===== config.mk =====
export PLATFORM = sky130hd
export DESIGN_NAME = fp_serial_host_flat
export DESIGN_NICKNAME = d
export VERILOG_FILES = /design/src/rtl/fp_host_pkg.sv /design/src/rtl/fp_serial_host_if.sv /design/src/rtl/fp_host_piso.sv /design/src/rtl/fp_serial_host.sv /design/src/flat_wrapper.sv
export SDC_FILE = /design/constraint.sdc
export NUM_CORES = 1
export LEC_CHECK = 0
export ABC_CLOCK_PERIOD_IN_PS = 2000
export BUFFER_PORTS_ARGS = -buffer_cell sky130_fd_sc_hd__buf_2
export CAP_MARGIN = 20
export CORE_MARGIN = 2
export CORE_UTILIZATION = 30
export DETAILED_ROUTE_END_ITERATION = 7
export MAX_ROUTING_LAYER = met4
export PLACE_DENSITY_LB_ADDON = 0.15
export SYNTH_ARGS = -nofsm -noshare
export SYNTH_HDL_FRONTEND = slang
export SYNTH_HIERARCHICAL = 1
export SYNTH_SLANG_ARGS = --single-unit

===== constraint.sdc =====
create_clock -name clk_in -period 2 [get_ports clk_in]
set_input_delay 0.1 -clock clk_in [delete_from_list [all_inputs] [get_ports clk_in]]
set_output_delay 0.1 -clock clk_in [all_outputs]
set_load 0.02 [all_outputs]

===== src/rtl/fp_host_pkg.sv =====
// fp_host_pkg: shared state encoding and sizing for the
// bit-serial floating-point adder host.
package fp_host_pkg;

  localparam int WORD_W_DEF = 32;
  localparam int LANES      = 4;

  typedef enum logic [2:0] {
    S_IDLE,
    S_SHIFT,
    S_WRITE,
    S_WAIT_IN,
    S_WAIT_OUT,
    S_READ,
    S_DONE
  } state_t;

endpackage


===== src/rtl/fp_serial_host_if.sv =====
// fp_serial_host_if: serial bus between the host and the
// bit-serial adder (four operand lanes, strobes, result line).
interface fp_serial_host_if;

  logic serial1_out;
  logic serial2_out;
  logic serial3_out;
  logic serial4_out;
  logic wr_out;
  logic setup_serial_out;
  logic output_clk_out;
  logic input_rdy_in;
  logic output_rdy_in;
  logic serial_in;

  modport master (
    output serial1_out,
    output serial2_out,
    output serial3_out,
    output serial4_out,
    output wr_out,
    output setup_serial_out,
    output output_clk_out,
    input  input_rdy_in,
    input  output_rdy_in,
    input  serial_in
  );

  modport slave (
    input  serial1_out,
    input  serial2_out,
    input  serial3_out,
    input  serial4_out,
    input  wr_out,
    input  setup_serial_out,
    input  output_clk_out,
    output input_rdy_in,
    output output_rdy_in,
    output serial_in
  );

endinterface


===== src/rtl/fp_host_piso.sv =====
// fp_host_piso: one parallel-in serial-out operand lane,
// shifted MSB first, zero-filled behind the data.
module fp_host_piso #(
  parameter int W = 16
) (
  input  logic         clk,
  input  logic         rst_n,
  input  logic         load,
  input  logic         shift,
  input  logic [W-1:0] din,
  output logic         dout
);

  logic [W-1:0] sr;

  always_ff @(posedge clk or negedge rst_n) begin
    if (!rst_n) begin
      sr <= '0;
    end else if (load) begin
      sr <= din;
    end else if (shift) begin
      sr <= {sr[W-2:0], 1'b0};
    end
  end

  assign dout = sr[W-1];

endmodule


===== src/rtl/fp_serial_host.sv =====
// fp_serial_host: feeds operands to a 4-lane serial adder and reads
// the sum back. FP_HOST_TIMEOUT_EN bounds the wait states.
module fp_serial_host
  import fp_host_pkg::*;
#(
  parameter int WORD_W      = WORD_W_DEF,
  parameter int TIMEOUT_CYC = 1023
) (
  input  logic              clk_in,
  input  logic              rst_in,
  input  logic [WORD_W-1:0] op_a_in,
  input  logic [WORD_W-1:0] op_b_in,
  input  logic              start_in,
  output logic              busy_out,
  output logic [WORD_W-1:0] result_out,
  output logic              result_valid_out,
  input  logic              result_ack_in,
  output logic              error_out,
  fp_serial_host_if.master  bus
);

  localparam int HALF  = WORD_W / 2;
  localparam int CNT_W = $clog2(2 * WORD_W);

  state_t state, state_nx;

  logic [CNT_W-1:0]           cnt;
  logic [WORD_W-1:0]          res;
  logic                       load;
  logic                       shift;
  logic                       tmo_hit;
  logic                       wr;
  logic                       setup;
  logic                       oclk;
  logic                       valid;
  logic                       busy;
  logic [LANES-1:0]           lane_q;
  logic [LANES-1:0][HALF-1:0] lane_din;

  assign load     = (state == S_IDLE) && start_in;
  assign shift    = (state == S_SHIFT);
  assign lane_din = {op_a_in, op_b_in};

  for (genvar i = 0; i < LANES; i++) begin : g_lane
    fp_host_piso #(.W(HALF)) u_piso (
      .clk   (clk_in),
      .rst_n (rst_in),
      .load  (load),
      .shift (shift),
      .din   (lane_din[i]),
      .dout  (lane_q[i])
    );
  end

  assign bus.serial1_out = lane_q[3] & shift;
  assign bus.serial2_out = lane_q[2] & shift;
  assign bus.serial3_out = lane_q[1] & shift;
  assign bus.serial4_out = lane_q[0] & shift;

  always_ff @(posedge clk_in or negedge rst_in) begin
    if (!rst_in) begin
      state <= S_IDLE;
    end else begin
      state <= state_nx;
    end
  end

  always_comb begin
    state_nx = state;
    busy     = 1'b1;
    wr       = 1'b0;
    setup    = 1'b0;
    oclk     = 1'b0;
    valid    = 1'b0;
    unique case (state)
      S_IDLE: begin
        busy = 1'b0;
        if (start_in) state_nx = S_SHIFT;
      end
      S_SHIFT: begin
        setup = 1'b1;
        if (cnt == CNT_W'(HALF - 1)) state_nx = S_WRITE;
      end
      S_WRITE: begin
        wr       = 1'b1;
        state_nx = S_WAIT_IN;
      end
      S_WAIT_IN: begin
        if (bus.input_rdy_in) state_nx = S_WAIT_OUT;
        else if (tmo_hit)     state_nx = S_IDLE;
      end
      S_WAIT_OUT: begin
        if (bus.output_rdy_in) state_nx = S_READ;
        else if (tmo_hit)      state_nx = S_IDLE;
      end
      S_READ: begin
        // even cycles are the high phase of each result clock
        oclk = ~cnt[0];
        if (cnt == CNT_W'(2 * WORD_W - 1)) state_nx = S_DONE;
      end
      S_DONE: begin
        valid = 1'b1;
        if (result_ack_in) state_nx = S_IDLE;
      end
      default: state_nx = S_IDLE;
    endcase
  end

  always_ff @(posedge clk_in or negedge rst_in) begin
    if (!rst_in) begin
      cnt <= '0;
      res <= '0;
    end else begin
      if ((state_nx == state) && (shift || state == S_READ)) begin
        cnt <= cnt + CNT_W'(1);
      end else begin
        cnt <= '0;
      end
      if ((state == S_READ) && !cnt[0]) begin
        res <= {res[WORD_W-2:0], bus.serial_in};
      end
    end
  end

`ifdef FP_HOST_TIMEOUT_EN
  localparam int TMO_W = $clog2(TIMEOUT_CYC + 1);

  logic [TMO_W-1:0] tmo;
  logic             waiting;
  logic             err;

  assign waiting = (state == S_WAIT_IN) || (state == S_WAIT_OUT);
  assign tmo_hit = (tmo == TMO_W'(TIMEOUT_CYC - 1));

  always_ff @(posedge clk_in or negedge rst_in) begin
    if (!rst_in) begin
      tmo <= '0;
      err <= 1'b0;
    end else begin
      tmo <= (waiting && state_nx == state) ? tmo + TMO_W'(1) : '0;
      if (load) begin
        err <= 1'b0;
      end else if (waiting && state_nx == S_IDLE) begin
        err <= 1'b1;
      end
    end
  end

  assign error_out = err;
`else
  logic unused_tmo;
  assign unused_tmo = ^TIMEOUT_CYC;
  assign tmo_hit    = 1'b0;
  assign error_out  = 1'b0;
`endif

  assign busy_out             = busy;
  assign result_valid_out     = valid;
  assign result_out           = res;
  assign bus.wr_out           = wr;
  assign bus.setup_serial_out = setup;
  assign bus.output_clk_out   = oclk;

endmodule


===== src/flat_wrapper.sv =====
// flat-port wrapper written by rule: the top's interface ports become plain ports
module fp_serial_host_flat import fp_host_pkg::*;
#(
  parameter int WORD_W      = WORD_W_DEF,
  parameter int TIMEOUT_CYC = 1023
)
  (clk_in, rst_in, op_a_in, op_b_in, start_in, busy_out, result_out, result_valid_out, result_ack_in, error_out, bus_serial1_out, bus_serial2_out, bus_serial3_out, bus_serial4_out, bus_wr_out, bus_setup_serial_out, bus_output_clk_out, bus_input_rdy_in, bus_output_rdy_in, bus_serial_in);
  fp_serial_host_if bus_i ();
  input  logic clk_in;
  input  logic rst_in;
  input  logic [WORD_W-1:0] op_a_in;
  input  logic [WORD_W-1:0] op_b_in;
  input  logic start_in;
  output logic busy_out;
  output logic [WORD_W-1:0] result_out;
  output logic result_valid_out;
  input  logic result_ack_in;
  output logic error_out;
  output wire logic [$bits(bus_i.serial1_out)-1:0] bus_serial1_out;
  output wire logic [$bits(bus_i.serial2_out)-1:0] bus_serial2_out;
  output wire logic [$bits(bus_i.serial3_out)-1:0] bus_serial3_out;
  output wire logic [$bits(bus_i.serial4_out)-1:0] bus_serial4_out;
  output wire logic [$bits(bus_i.wr_out)-1:0] bus_wr_out;
  output wire logic [$bits(bus_i.setup_serial_out)-1:0] bus_setup_serial_out;
  output wire logic [$bits(bus_i.output_clk_out)-1:0] bus_output_clk_out;
  input wire logic [$bits(bus_i.input_rdy_in)-1:0] bus_input_rdy_in;
  input wire logic [$bits(bus_i.output_rdy_in)-1:0] bus_output_rdy_in;
  input wire logic [$bits(bus_i.serial_in)-1:0] bus_serial_in;
  assign bus_serial1_out = bus_i.serial1_out;
  assign bus_serial2_out = bus_i.serial2_out;
  assign bus_serial3_out = bus_i.serial3_out;
  assign bus_serial4_out = bus_i.serial4_out;
  assign bus_wr_out = bus_i.wr_out;
  assign bus_setup_serial_out = bus_i.setup_serial_out;
  assign bus_output_clk_out = bus_i.output_clk_out;
  assign bus_i.input_rdy_in = bus_input_rdy_in;
  assign bus_i.output_rdy_in = bus_output_rdy_in;
  assign bus_i.serial_in = bus_serial_in;
  fp_serial_host #(.WORD_W(WORD_W), .TIMEOUT_CYC(TIMEOUT_CYC)) u_core (.clk_in(clk_in), .rst_in(rst_in), .op_a_in(op_a_in), .op_b_in(op_b_in), .start_in(start_in), .busy_out(busy_out), .result_out(result_out), .result_valid_out(result_valid_out), .result_ack_in(result_ack_in), .error_out(error_out), .bus(bus_i));
endmodule

# == Word level (Yosys, flattened, before mapping) ==
# Index checks and enable logic that the tools add are counted.
# totals
in_bits,71
ram_bits,0
romBits,0
memories,0
latchBits,0
regBits,105
# classes
addsub,1
shifts,0
div_mod_pow,0
reduce_logical,7
bitwise,5
mux,21
multipliers,0
eq_ne,9
n_lt_le_gt_ge,0
# ops
operator,count
two-way mux 16 bit,8
case mux 3 bit (7 select lines),1
two-way mux 3 bit,6
"== test 3 bit, second input constant",3
"adder 6 x 1 -> 6 bit, second input constant",1
"== test 3 x 2 -> 1 bit, second input constant",2
"== test 6 x 4 -> 1 bit, second input constant",1
"== test 6 bit, second input constant",1
two-way mux 6 bit,1
two-way mux 1 bit,5
bitwise AND 1 bit,4
"== test 3 x 1 -> 1 bit, second input constant",1
== test 3 bit,1
logical AND 1 bit,3
logical NOT 3 bit,1
nonzero test 2 bit,1
logical NOT 1 bit,1
logical OR 1 bit,1
inverter 1 bit,1

# == Longest topological paths before layout ==
# logic_depth
depth_word,6
mapped_depth,7
ltp_nobuf,4

# == Modules after synthesis ==
# The synthesis kept the hierarchy.
# by_module_without_submodules
mod,cells_per_inst,area_per_inst_um2,n_inst
fp_host_piso,69,742.0,4
fp_serial_host,133,1898.1,1

# == Least setup slack after synthesis ==
# No wires, ideal clock.
# synth_timing
path_type,flip-flop to flip-flop
start,reg u_core.state[2]
end,reg u_core.g_lane[0].u_piso.sr[4]
arrival_time_ns,1.736
setup_ns,0.130
path_buffers,3
path_stages_with_launch,8
setup_slack_ns,0.134
cell_sequence,dfrtp_1 clkbuf_1 nor2_1 and2_1 buf_6 buf_12 mux2i_1 o21ai_1
# synth_between
elab_chain_len,3
word_cells_on_any_way,5
# synth_lines
element,line,text
"start, declared",fp_serial_host.sv:25,"state_t state, state_nx;"
"start signal, assigned",fp_serial_host.sv:64,state <= state_nx;
logical NOT 3 bit,fp_serial_host.sv:40,assign load = (state == S_IDLE) && start_in;
logical AND 1 bit,fp_serial_host.sv:40,
two-way mux 16 bit / nonzero test 2 bit (equally long branches),-,
"end signal, assigned",fp_host_piso.sv:20,sr <= din;
"end signal, assigned",fp_host_piso.sv:22,"sr <= {sr[W-2:0], 1'b0};"
"end, declared",fp_host_piso.sv:14,logic [W-1:0] sr;
# Parallel ways exist; a longest one is shown, timed or not.
# A chain may end at the register's enable or synchronous reset.

# == Worst setup path after layout ==
# layout_timing
start,reg u_core.state[1]
end,out bus_setup_serial_out
# layout_between
elab_chain_len,2
# layout_lines
element,line,text
== test 3 x 1 -> 1 bit,fp_serial_host.sv:75,unique case (state)
two-way mux 1 bit,fp_serial_host.sv:75,
"end, declared",flat_wrapper.sv:24,output wire logic [$bits(bus_i.setup_serial_out)-1:0] bus_setup_serial_out;
# No other way between the ends.

==> qor.log <==
[timing] Worst-Margin Slew 0.6062 ns
[grt] maximum number of pins on one net before global-route repair 46
[logic_synthesis] synthesized net count 481
[floorplanning] Top Ports 113
[layout] share of final-layout standard cells stronger than drive strength 1 30.10%
[grt] aggregate global-route resource usage 12.73%
[logic_synthesis] cells taking the most area after synthesis dfrtp_1, mux2i_1, mux2_4
[floorplanning] Die H 131.4 µm
[worst_setup_path] maximum fanout encountered on the critical timing path 22
[pwr] worst ir drop on vdd 0.4280 mV
[worst_setup_path] Worst path slowest cell dfrtp_1
[layout] sequential standard cell area 2628 µm²
[logic_synthesis] Mapped Area 4866 µm²
[layout] multi-input gate area in the final layout 1972 µm²
[outcome] status finished clean
[worst_setup_path] number of buffer and inverter instances along the worst setup path 2
[floorplanning] Initial Util 30.63%
[drt] # DRC 0
[clock_tree] clock insertion delay at the later pin of the skew report 0.35 ns
[timing] achievable clock frequency 545.9 MHz
[logic_synthesis] cell taking the most area after synthesis dfrtp_1
[worst_setup_path] crit-path leading delay family flip-flops
[worst_setup_path] Data arrival, critical path 1.73 ns
[layout] fin nets 655
[drt] initial drt markers 120
[layout] share of the core filled with cells in the final layout 41.56%
[floorplanning] area of the die 17250 µm²
[logic_synthesis] share of Yosys cell area claimed by the top area cell type 54.00%
[placed_design] placed insts 722
[clock_tree] clock slew at the register clock pins of the worst setup and hold paths 0.08 ns
[timing] final setup skew 0.008307 ns
[timing] total count of max-transition violations in the final report 0
[layout] layout overhead on the synthesized area 35.66%
[timing] Total Negative Setup Slacks 0 ns
[drt] residual antenna-violating net count after detailed routing 0
[worst_setup_path] critical path data required time 1.90 ns
[logic_synthesis] number of warnings reported in the yosys synthesis log 6
[placed_design] routability-driven placement congestion ratio 0.7303
[timing] min Tclk post-route 1.832 ns
[grt] initial antenna violation count 0
[grt] vias in the first global route 3577
[logic_synthesis] total of flip-flops plus latches after synthesis 105
[floorplanning] core outline area 15890 µm²
[drt] routed via count 3529
[logic_synthesis] Cell variety after synth 33
[worst_setup_path] biggest cell delay along the critical path 0.48 ns
[pwr] Power Total 8.093 mW
[drt] final WL 10500 µm
[placed_design] DP Wirelength 7033 µm
[floorplanning] cell row count 46
[worst_setup_path] type of the worst setup path flop to output port
[timing] setup-violating endpoint count in the final report 0
[clock_tree] clock tree from TritonCTS built
[clock_tree] clock root buffer clkbuf_16
[layout] Fillers 1581
[pwr] power density cells 1226 nW/µm²
[layout] Final Instance Count excl. Fillers 804
[clock_tree] buffer levels on the longest clock path 2
[logic_synthesis] Avg Synthesized Cell Area 11.90 µm²
[timing] post-route fraction of the period consumed by the critical path 91.59%
[clock_tree] Sink Count 105
[flow_run] Max Cap Viol 0
[worst_setup_path] cell chain of the critical path nor2_2, and2_4, buf_12, buf_2
[timing] Final Hold Vio Count 0
[drt] detailed-route vias per instance 4.389
[drt] Detailed Routing Iterations Pass 1 4
[clock_tree] postcts setup bufs 0
[drt] Routed wire per std cell 13.06 µm
[placed_design] count of input and output buffers 111
[floorplanning] Die X-Extent 131.4 µm
[worst_hold_path] Tightest Hold Check Type input port to flop
[worst_setup_path] nature of the critical path startpoint flop
[timing] worst-case headroom to the max-slew limit 59.58%
[worst_setup_path] type of element capturing the critical path output port
[clock_tree] clock buffers created by TritonCTS 9
[logic_synthesis] proportion of synthesized chip area in sequential cells 54.00%
[grt] overflow left after global routing 0
[layout] number of diodes 0
[timing] unrepaired setup endpoints after global routing no
[logic_synthesis] synthesized instance count 409
[clock_tree] H-tree Lvls 3
[grt] global-route wire length before repair 17440 µm
[pwr] cell leakage power 3.268 nW
## path summary, 6_finish.rpt
kind | from | endpoint | slack, ns | cells past startpoint
min in group asynchronous | rst_in | u_core/result_out[30] | 0.30 | 2
max in group asynchronous | rst_in | u_core/g_lane[2].u_piso/sr[10] | 1.09 | 3
setup / recovery | u_core/state[1] | bus_setup_serial_out | 0.17 | 4
setup reg to reg | u_core/state[0] | u_core/g_lane[1].u_piso/sr[14] | 0.39 | 4
hold reg to reg | u_core/result_out[31] | u_core/result_out[31] | 0.51 | 1
hold / removal | bus_input_rdy_in | u_core/state[2] | 0.07 | 3
## per-stage QoR
step | hold WS (ns) | worst slack (ns) | instance area (µm²)
5_1_grt | 0.09884 | 0.05248 | 6601
6_report | 0.07167 | 0.1681 | 6601
2_1_floorplan | -0.1956 | 0.1339 | 4866
4_1_cts | 0.05648 | 0.07287 | 6599
3_3_place_gp | 0.1584 | 0.3906 | 5634
3_5_place_dp | 0.1548 | 0.3221 | 5634
## worst reg2reg max path: stages (launching register included)
cell     delay [ns]
dfrtp_1        0.48
nor2b_1        0.25
and2_4         0.32
buf_4          0.31
o21ai_0        0.13
## registers in the layout, indices dropped and copies added (netlist names)
register and count:
u_core/g_lane.u_piso/sr 64, u_core/state 3, u_core/result_out 32, u_core/cnt 6
## cell usage in the layout, fill, tap and decap left out, types with 5 or more instances in the layout
cell type / instances
buf_12: 8
buf_2: 110
buf_4: 7
clkbuf_16: 9
dfrtp_1: 105
dlygate4sd3_1: 66
mux2_4: 29
mux2i_1: 60
nand2_1: 69
nand2b_1: 5
nand3_1: 6
nor2_1: 6
o21ai_0: 32
o21ai_1: 36
## Yosys cell counts
| cell type | number |
|---|---|
| ha_1 | 1 |
| buf_4 | 1 |
| a211o_1 | 1 |
| nand2b_1 | 5 |
| nor3b_1 | 1 |
| nand2_1 | 69 |
| a21oi_1 | 4 |
| nand3_1 | 6 |
| dfrtp_1 | 105 |
| a22oi_1 | 1 |
| or3_1 | 4 |
| nand4bb_1 | 1 |
| and2_1 | 2 |
| xor2_1 | 1 |
| conb_1 | 1 |
| inv_1 | 1 |
| mux2_2 | 3 |
| buf_6 | 5 |
| clkbuf_1 | 7 |
| buf_2 | 8 |
| o21ai_1 | 36 |
| o221ai_2 | 1 |
| and4bb_1 | 1 |
| mux2_4 | 29 |
| and3_1 | 4 |
| mux2i_1 | 60 |
| nor2_1 | 7 |
| buf_12 | 7 |
| nor2b_1 | 2 |
| o211ai_1 | 1 |
| xnor2_1 | 1 |
| o21ai_0 | 32 |
| and3b_1 | 1 |
## metal layers
| layer | track usage, % | part of all wire [%] |
|---|---|---|
| met5 | - | 0 |
| met4 | 5.193 | 2.0 |
| met3 | 2.623 | 3.1 |
| met2 | 19.50 | 45 |
| met1 | 16.55 | 49 |
## logic make-up after synthesis
| logic type | share of synthesized area (%) |
|---|---|
| flip-flops | 54.00 |
| AND/OR/NAND/NOR | 9.488 |
| multiplexers | 21.99 |
| AO/OA/AOI/OAI | 8.203 |
| buffers and inverters | 5.631 |
| XOR/XNOR | 0.3601 |
| adder cells (fa/ha/maj) | 0.2571 |
| other | 0.07707 |
## area by class of cell
| type | count | share of cell area (%) |
|---|---|---|
| Clock inverter | 6 | 1.137 |
| Sequential cell | 105 | 39.80 |
| Multi-Input combinational cell | 275 | 29.87 |
| Clock buffer | 10 | 3.469 |
| Inverter | 1 | 0.05686 |
| Timing Repair Buffer | 191 | 21.57 |
| Tap cell | 216 | 4.094 |
## what timing repair did
item | CTS | global route
hold buffers | 66 | 0
gates resized for setup | 0 | 1
hold endpoints to repair | 107 | 0
endpoints found under the setup margin | 0 | 1
## power by group
part	switching, mW	internal (mW)
registers	0.406	2.78
clock network	0.844	0.993
logic	1.56	1.51
No activity file was read; power rests on OpenSTA's default activity.
